<file path="src/rtl/instr_seq_fsm_pkg.sv">
// Shared encodings for the MSP430 fetch/execute sequencer and instruction-length decode.
// Contents: sequencer state encodings, instruction format codes, register indices,
// As addressing-mode codes, the single-operand opcode list, the decode result struct,
// and small helper functions.
package instr_seq_fsm_pkg;

    localparam int unsigned IR_W = 16;

    // Sequencer states; the encoding is visible on seq_state
    typedef enum logic [2:0] {
        SEQ_FETCH   = 3'd0,
        SEQ_SRC_EXT = 3'd1,
        SEQ_DST_EXT = 3'd2,
        SEQ_EXEC    = 3'd3,
        SEQ_WAIT    = 3'd4,
        SEQ_ERR     = 3'd5,
        SEQ_TRAP    = 3'd6
    } seq_state_e;

    // Instruction formats as seen by the length decoder
    typedef enum logic [1:0] {
        FMT_I   = 2'd0,
        FMT_II  = 2'd1,
        FMT_J   = 2'd2,
        FMT_ILL = 2'd3
    } fmt_e;

    // Single-operand (format II) opcodes in IR[9:7]; 3'b111 is undefined
    typedef enum logic [2:0] {
        OP_RRC  = 3'd0,
        OP_SWPB = 3'd1,
        OP_RRA  = 3'd2,
        OP_SXT  = 3'd3,
        OP_PUSH = 3'd4,
        OP_CALL = 3'd5,
        OP_RETI = 3'd6
    } fmtii_op_e;

    localparam logic [5:0] FMTII_PREFIX = 6'b000100;  // IR[15:10]
    localparam logic [2:0] FMTJ_PREFIX  = 3'b001;     // IR[15:13]

    localparam logic [3:0] REG_R0 = 4'd0;   // PC: @PC+ is immediate
    localparam logic [3:0] REG_R3 = 4'd3;   // constant generator for every As

    localparam logic [1:0] AS_INDEXED   = 2'b01;
    localparam logic [1:0] AS_INDIR_INC = 2'b11;

    // Decode result: which extension words follow, and whether the word is undefined
    typedef struct packed {
        logic src_ext;
        logic dst_ext;
        logic illegal;
    } len_dec_t;

    function automatic logic fmtii_defined(input logic [2:0] op);
        case (fmtii_op_e'(op))
            OP_RRC, OP_SWPB, OP_RRA, OP_SXT,
            OP_PUSH, OP_CALL, OP_RETI: fmtii_defined = 1'b1;
            default:                   fmtii_defined = 1'b0;
        endcase
    endfunction

    function automatic logic [1:0] instr_words(input len_dec_t d);
        instr_words = 2'd1 + 2'(d.src_ext) + 2'(d.dst_ext);
    endfunction

endpackage

</file>
<file path="src/rtl/instr_seq_fsm_len_dec.sv">
// Instruction-length decoder (instr_len_dec): combinational IR word -> {src_ext, dst_ext, illegal}.
// Shared with the instruction decoder so both agree on extension-word counts.
// Ports:
//   ir_i   in  16  instruction word (MDB_out during the fetch ack)
//   dec_o  out  3  len_dec_t {src_ext, dst_ext, illegal}
module instr_seq_fsm_len_dec
    import instr_seq_fsm_pkg::*;
(
    input  logic [IR_W-1:0] ir_i,
    output len_dec_t        dec_o
);

    fmt_e       fmt;
    logic [3:0] src_reg;
    logic [1:0] as_mode;
    logic       src_ext_mode;
    logic       unused_bw;

    // Format classification; IR[15:12] >= 4 is the two-operand space
    always_comb begin
        fmt = FMT_ILL;
        if (ir_i[15:14] != 2'b00) begin
            fmt = FMT_I;
        end else if (ir_i[15:13] == FMTJ_PREFIX) begin
            fmt = FMT_J;
        end else if ((ir_i[15:10] == FMTII_PREFIX) && fmtii_defined(ir_i[9:7])) begin
            fmt = FMT_II;
        end
    end

    assign src_reg = (fmt == FMT_II) ? ir_i[3:0] : ir_i[11:8];
    assign as_mode = ir_i[5:4];

    // Indexed/symbolic/absolute and immediate need a word; R3 and R2 As=10/11 are constants
    assign src_ext_mode = ((as_mode == AS_INDEXED)   && (src_reg != REG_R3)) ||
                          ((as_mode == AS_INDIR_INC) && (src_reg == REG_R0));

    // Byte/word select does not change the word count
    assign unused_bw = ir_i[6];

    // Undefined words decode as 1-word with no extensions
    always_comb begin
        dec_o         = '0;
        dec_o.src_ext = ((fmt == FMT_I) || (fmt == FMT_II)) && src_ext_mode;
        dec_o.dst_ext = (fmt == FMT_I) && ir_i[7];
        dec_o.illegal = (fmt == FMT_ILL);
    end

endmodule

</file>
<file path="src/rtl/instr_seq_fsm.sv">
// MSP430 fetch/execute sequencer: fetches the instruction word and its extension words,
// pulses PC increment and IR/extension loads, starts the function unit and waits for it.
// Optional feature: define ILLEGAL_TRAP_EN to trap undefined opcodes (TRAP state, sticky
// illegal flag). Without it undefined words run as 1-word NOPs and illegal stays 0.
// Ports:
//   clk         in   1  core clock
//   rst         in   1  synchronous active-high reset
//   MDB_out     in  16  memory data bus
//   mem_ack     in   1  read complete, MDB_out valid this cycle
//   CALC_done   in   1  function unit finished (sampled in WAIT only)
//   mem_req     out  1  read request at PC
//   IR_ld       out  1  latch MDB_out into IR (same cycle as mem_ack)
//   SRC_EXT_ld  out  1  latch MDB_out as source extension word
//   DST_EXT_ld  out  1  latch MDB_out as destination extension word
//   PC_inc      out  1  PC <= PC+2
//   exec_start  out  1  one-cycle execute strobe
//   instr_len   out  2  words in current instruction
//   seq_state   out  3  current state encoding
//   bus_err     out  1  sticky read-timeout flag
//   illegal     out  1  sticky illegal-opcode flag
module instr_seq_fsm
    import instr_seq_fsm_pkg::*;
#(
    parameter int unsigned TIMEOUT = 15,
    parameter int unsigned TO_W    = 4
) (
    input  logic            clk,
    input  logic            rst,
    input  logic [IR_W-1:0] MDB_out,
    input  logic            mem_ack,
    input  logic            CALC_done,
    output logic            mem_req,
    output logic            IR_ld,
    output logic            SRC_EXT_ld,
    output logic            DST_EXT_ld,
    output logic            PC_inc,
    output logic            exec_start,
    output logic [1:0]      instr_len,
    output logic [2:0]      seq_state,
    output logic            bus_err,
    output logic            illegal
);

`ifdef ILLEGAL_TRAP_EN
    localparam bit TRAP_EN = 1'b1;
`else
    localparam bit TRAP_EN = 1'b0;
`endif

    seq_state_e      state_q, state_d;
    logic [TO_W-1:0] to_cnt_q, to_cnt_d;
    logic            dst_pend_q, dst_pend_d;
    logic [1:0]      instr_len_q, instr_len_d;
    logic            mem_req_q, mem_req_d;
    logic            exec_start_q, exec_start_d;
    logic            bus_err_q, bus_err_d;
    logic            illegal_q, illegal_d;
    logic            in_mem_state;
    logic            timeout_hit;
    len_dec_t        dec;

    instr_seq_fsm_len_dec u_len_dec (
        .ir_i  (MDB_out),
        .dec_o (dec)
    );

    assign in_mem_state = (state_q == SEQ_FETCH) || (state_q == SEQ_SRC_EXT) ||
                          (state_q == SEQ_DST_EXT);

    // Last allowed unacknowledged cycle; an ack in this cycle still wins
    assign timeout_hit = in_mem_state && !mem_ack && (to_cnt_q == TO_W'(TIMEOUT - 1));

    // State and registered-output register
    always_ff @(posedge clk) begin
        if (rst) begin
            state_q      <= SEQ_FETCH;
            to_cnt_q     <= '0;
            dst_pend_q   <= 1'b0;
            instr_len_q  <= 2'd1;
            mem_req_q    <= 1'b1;
            exec_start_q <= 1'b0;
            bus_err_q    <= 1'b0;
            illegal_q    <= 1'b0;
        end else begin
            state_q      <= state_d;
            to_cnt_q     <= to_cnt_d;
            dst_pend_q   <= dst_pend_d;
            instr_len_q  <= instr_len_d;
            mem_req_q    <= mem_req_d;
            exec_start_q <= exec_start_d;
            bus_err_q    <= bus_err_d;
            illegal_q    <= illegal_d;
        end
    end

    // Next-state, timeout counter and per-instruction decode capture
    always_comb begin
        state_d     = state_q;
        to_cnt_d    = '0;
        dst_pend_d  = dst_pend_q;
        instr_len_d = instr_len_q;

        // Every ack leaves its state, so clearing on ack also clears on entry
        if (in_mem_state && !mem_ack) begin
            to_cnt_d = to_cnt_q + TO_W'(1);
        end

        case (state_q)
            SEQ_FETCH: begin
                if (mem_ack) begin
                    dst_pend_d  = dec.dst_ext;
                    instr_len_d = instr_words(dec);
                    if (TRAP_EN && dec.illegal) begin
                        state_d = SEQ_TRAP;
                    end else if (dec.src_ext) begin
                        state_d = SEQ_SRC_EXT;
                    end else if (dec.dst_ext) begin
                        state_d = SEQ_DST_EXT;
                    end else begin
                        state_d = SEQ_EXEC;
                    end
                end
            end
            SEQ_SRC_EXT: begin
                if (mem_ack) begin
                    state_d = dst_pend_q ? SEQ_DST_EXT : SEQ_EXEC;
                end
            end
            SEQ_DST_EXT: begin
                if (mem_ack) begin
                    state_d = SEQ_EXEC;
                end
            end
            SEQ_EXEC: state_d = SEQ_WAIT;
            SEQ_WAIT: begin
                if (CALC_done) begin
                    state_d = SEQ_FETCH;
                end
            end
            SEQ_ERR:  state_d = SEQ_ERR;
            SEQ_TRAP: state_d = SEQ_TRAP;
            default:  state_d = SEQ_FETCH;
        endcase

        if (timeout_hit) begin
            state_d = SEQ_ERR;
        end
    end

    // Outputs: load/PC pulses coincide with the ack so MDB_out is valid with them
    always_comb begin
        IR_ld        = 1'b0;
        SRC_EXT_ld   = 1'b0;
        DST_EXT_ld   = 1'b0;
        PC_inc       = 1'b0;
        mem_req_d    = (state_d == SEQ_FETCH) || (state_d == SEQ_SRC_EXT) ||
                       (state_d == SEQ_DST_EXT);
        exec_start_d = (state_d == SEQ_EXEC);
        bus_err_d    = (state_d == SEQ_ERR);
        illegal_d    = (state_d == SEQ_TRAP);

        if (!rst && mem_ack) begin
            case (state_q)
                SEQ_FETCH: begin
                    IR_ld  = 1'b1;
                    PC_inc = 1'b1;
                end
                SEQ_SRC_EXT: begin
                    SRC_EXT_ld = 1'b1;
                    PC_inc     = 1'b1;
                end
                SEQ_DST_EXT: begin
                    DST_EXT_ld = 1'b1;
                    PC_inc     = 1'b1;
                end
                default: ;
            endcase
        end
    end

    assign mem_req    = mem_req_q;
    assign exec_start = exec_start_q;
    assign instr_len  = instr_len_q;
    assign seq_state  = state_q;
    assign bus_err    = bus_err_q;
    assign illegal    = illegal_q;

endmodule

</file>
<file path="config.mk">
export PLATFORM = sky130hd
export DESIGN_NAME = instr_seq_fsm
export DESIGN_NICKNAME = d
export VERILOG_FILES = /design/src/rtl/instr_seq_fsm_pkg.sv /design/src/rtl/instr_seq_fsm_len_dec.sv /design/src/rtl/instr_seq_fsm.sv
export SDC_FILE = /design/constraint.sdc
export NUM_CORES = 1
export LEC_CHECK = 0
export CAP_MARGIN = 20
export CELL_PAD_IN_SITES_DETAIL_PLACEMENT = 2
export CELL_PAD_IN_SITES_GLOBAL_PLACEMENT = 2
export CORE_MARGIN = 2
export CORE_UTILIZATION = 22
export DETAILED_ROUTE_END_ITERATION = 8
export GPL_TIMING_DRIVEN = 0
export PLACE_DENSITY_LB_ADDON = 0.1
export SLEW_MARGIN = 20
export SYNTH_ARGS = -nofsm -noshare
export SYNTH_HDL_FRONTEND = slang
export SYNTH_SLANG_ARGS = --single-unit
</file>
<file path="constraint.sdc">
create_clock -name clk -period 2.9 [get_ports clk]
set_clock_uncertainty 0.2 [all_clocks]
set_input_delay 0.435 -clock clk [delete_from_list [all_inputs] [get_ports clk]]
set_output_delay 0.435 -clock clk [all_outputs]
set_load 0.01 [all_outputs]
</file>
==> metrics.txt <==
pre-CTS setup slack -0.06759 ns; Clock Latency Late Sink 0.28 ns; top_reg_cell synth dfxtp_1; largest family of logic cells by synthesized area simple AND/OR/NAND/NOR gates; Final setup violation count 0; CP arrival 2.59 ns; commonest cells in the netlist nor2_1, dfxtp_1, a21oi_1, ha_1, inv_1; wire per inst 12.78 microns; top post-synthesis cells by area dfxtp_1, nor2_1, ha_1; setup slack, reg-to-reg 1.16 ns; core area 3311 sq um; Worst Setup Slack, final 0.2695 ns; Layout Nets 145; post-synth top area cell dfxtp_1; Fillers 394; row count 21; Num Clock Sinks 14; simple-gate share of the synthesized area 29.05%; Synth Register Bits 14; RSZ-0062 raised after global routing no; placed inst area 1107 sq um; sequential share of the synthesized area 37.40%; Worst Setup Start Kind input port; Syn Std Cell Area 749.5 sq um; Max Fclk 0.3802 GHz; Pleak 0.4311 nW; Power Dens Cells 419.1 nW/um^2; IO buf count 30; status completed; Crit path required time 2.86 ns; crit end category register; via count 761; Syn-to-layout area delta 52.42%; Clock transition at path regs 0.09 ns; diodes inserted 0; IO Pins 33; WHS 0.2774 ns; Async S/R FF share, synth 0%; Die ar. 3889 sq um; dpl hpwl 1.714 mm; post-route ant nets 0; final cycle utilization of the critical path 90.71%; Worst-Margin Slew 0.4452 ns; fin area 1142 sq um; routability cong. 0.6595; Synthesized Nets 110; chip width 62.37 microns; Crit Path Max Fanout 4; peak supply drop 0.0002534 V; CP Class in2reg; CTS Hold Bufs 0; Initial Util 22.64%; Max-Cap Viols 0; Cell variety after synth 35; vias in the first global route 788; Period minus WS final 2.630 ns; Worst path slowest cell clkdlybuf4s50_1; Post-synth EDFFs 0; routed wire length 2.121 mm; DR pass1 iterations 4; drt drc 0; slowest stage delay, CP 0.47 ns; root buf cell clkbuf_4; mux cell area share after synthesis 0%; Synth Area in Compound Gates 20.03%; H-tree lvl count 1; most frequent CP cell nor2_1; Cells after Synth 86; Slew HR 70.32%; drt via density 4.584; Initial DRC Count 25; CTS Buffer Depth 2; wire length of the first global-routing pass 3.877 mm; overall power 0.4788 mW; crit-path cells clkdlybuf4s50_1 -> a211oi_1 -> and4_1 -> a32o_1 -> inv_1 -> ha_1 -> nor2b_1 -> o32ai_2 -> nor2_1 -> a211oi_2 -> nor2_1; average cell area after synthesis 8.715 sq um; share of layout cells above drive strength 1 10.00%; TritonCTS clock tree built; final hold violations 0; DIE HEIGHT 62.37 microns; Hold Path Class reg2reg; top-count cell post-synth nor2_1; Inserted Clock Buffers 3; Ys Warns 0; initial antenna violation count 0; xor and xnor fraction of the mapped netlist area 2.337%; Adder-Cell Fraction of Synth Area 6.678%; Yosys top cell area share 37.40%; largest net degree at the start of global routing 11; total global-route track usage 12.24%; fin. max-slew vios 0; gr ovfl total 0
cells by family after synthesis:
family	count (synthesis)
buf+inv	8
simple gates	39
flops	14
fa+ha+maj	4
xor+xnor	2
compound gates	19
final timing paths:
| kind | to | cells after the start | from |
|---|---|---|---|
| worst max-delay path | mem_req$_SDFF_PP1_ | 11 | MDB_out[5] |
| worst min-delay path | instr_len[0]$_SDFFE_PP1P_ | 1 | instr_len[0]$_SDFFE_PP1P_ |
| worst max register to register | illegal$_SDFF_PP0_ | 6 | seq_state[1]$_SDFF_PP0_ |
| worst min register to register | instr_len[0]$_SDFFE_PP1P_ | 1 | instr_len[0]$_SDFFE_PP1P_ |
repair_timing:
item	in CTS	in global routing
buffers inserted	0	0
endpoints found under the setup margin	1	0
resized for setup	1	0
per-stage QoR:
stage	instances	utilization, %	TNS (ns)
4_1_cts	166	34.50	0
2_1_floorplan	86	-	0
6_report	166	34.50	0
3_3_place_gp	162	33.45	-0.04927
5_1_grt	166	34.50	0
3_5_place_dp	162	33.45	-0.07544
state kept, by name (all words and copies together) (netlist names):
| signal | cells |
|---|---|
| to_cnt_q | 4 |
| illegal | 1 |
| seq_state | 3 |
| bus_err | 1 |
| exec_start | 1 |
| dst_pend_q | 1 |
| mem_req | 1 |
| instr_len | 2 |
critical path, delay by kind of cell:
kind                     cells  cell delay, ns
adder cells (fa/ha/maj)      1            0.17
buffers and inverters        2            0.56
AO/OA/AOI/OAI                4            0.92
AND/OR/NAND/NOR              4            0.51
cell usage in the layout, fill, tap and decap left out, types with 2 or more instances in the layout:
| cell type | n |
|---|---|
| nor3b_1 | 2 |
| nand2_1 | 2 |
| buf_2 | 3 |
| and4_1 | 2 |
| o32ai_1 | 2 |
| clkbuf_4 | 3 |
| a21oi_1 | 7 |
| clkdlybuf4s50_1 | 29 |
| nor2b_1 | 3 |
| inv_1 | 4 |
| dfxtp_1 | 14 |
| ha_1 | 4 |
| nand2b_1 | 2 |
| nand3_1 | 2 |
| and3b_1 | 2 |
| nor2_1 | 16 |
routing by layer:
| metal | global-route usage, % | part of all wire [%] | up-vias |
|---|---|---|---|
| met4 | 3.333 | 0.61 | 0 |
| li1 | - | - | 376 |
| met1 | 16.67 | 50 | 364 |
| met3 | 3.804 | 5.6 | 2 |
| met2 | 18.75 | 44 | 19 |
| met5 | 0 | 0 | - |
power by group:
| part | internal (mW) | switching [mW] |
|---|---|---|
| clock | 0.0763 | 0.0650 |
| sequential | 0.204 | 0.00783 |
| combinational | 0.0665 | 0.0591 |
| total | 0.347 | 0.132 |
final cells by class:
class | instances | area [sq um] | share of cell area, %
Timing Repair Buffer | 30 | 299.0 | 26.18
Inverter | 4 | 15.01 | 1.314
Sequential cell | 14 | 280.3 | 24.53
Clock buffer | 4 | 36.28 | 3.176
Buffer | 4 | 18.77 | 1.643
Tap cell | 46 | 57.56 | 5.038
Multi-Input combinational cell | 64 | 435.4 | 38.12
Note: power is estimated with default switching activity, not from simulation.
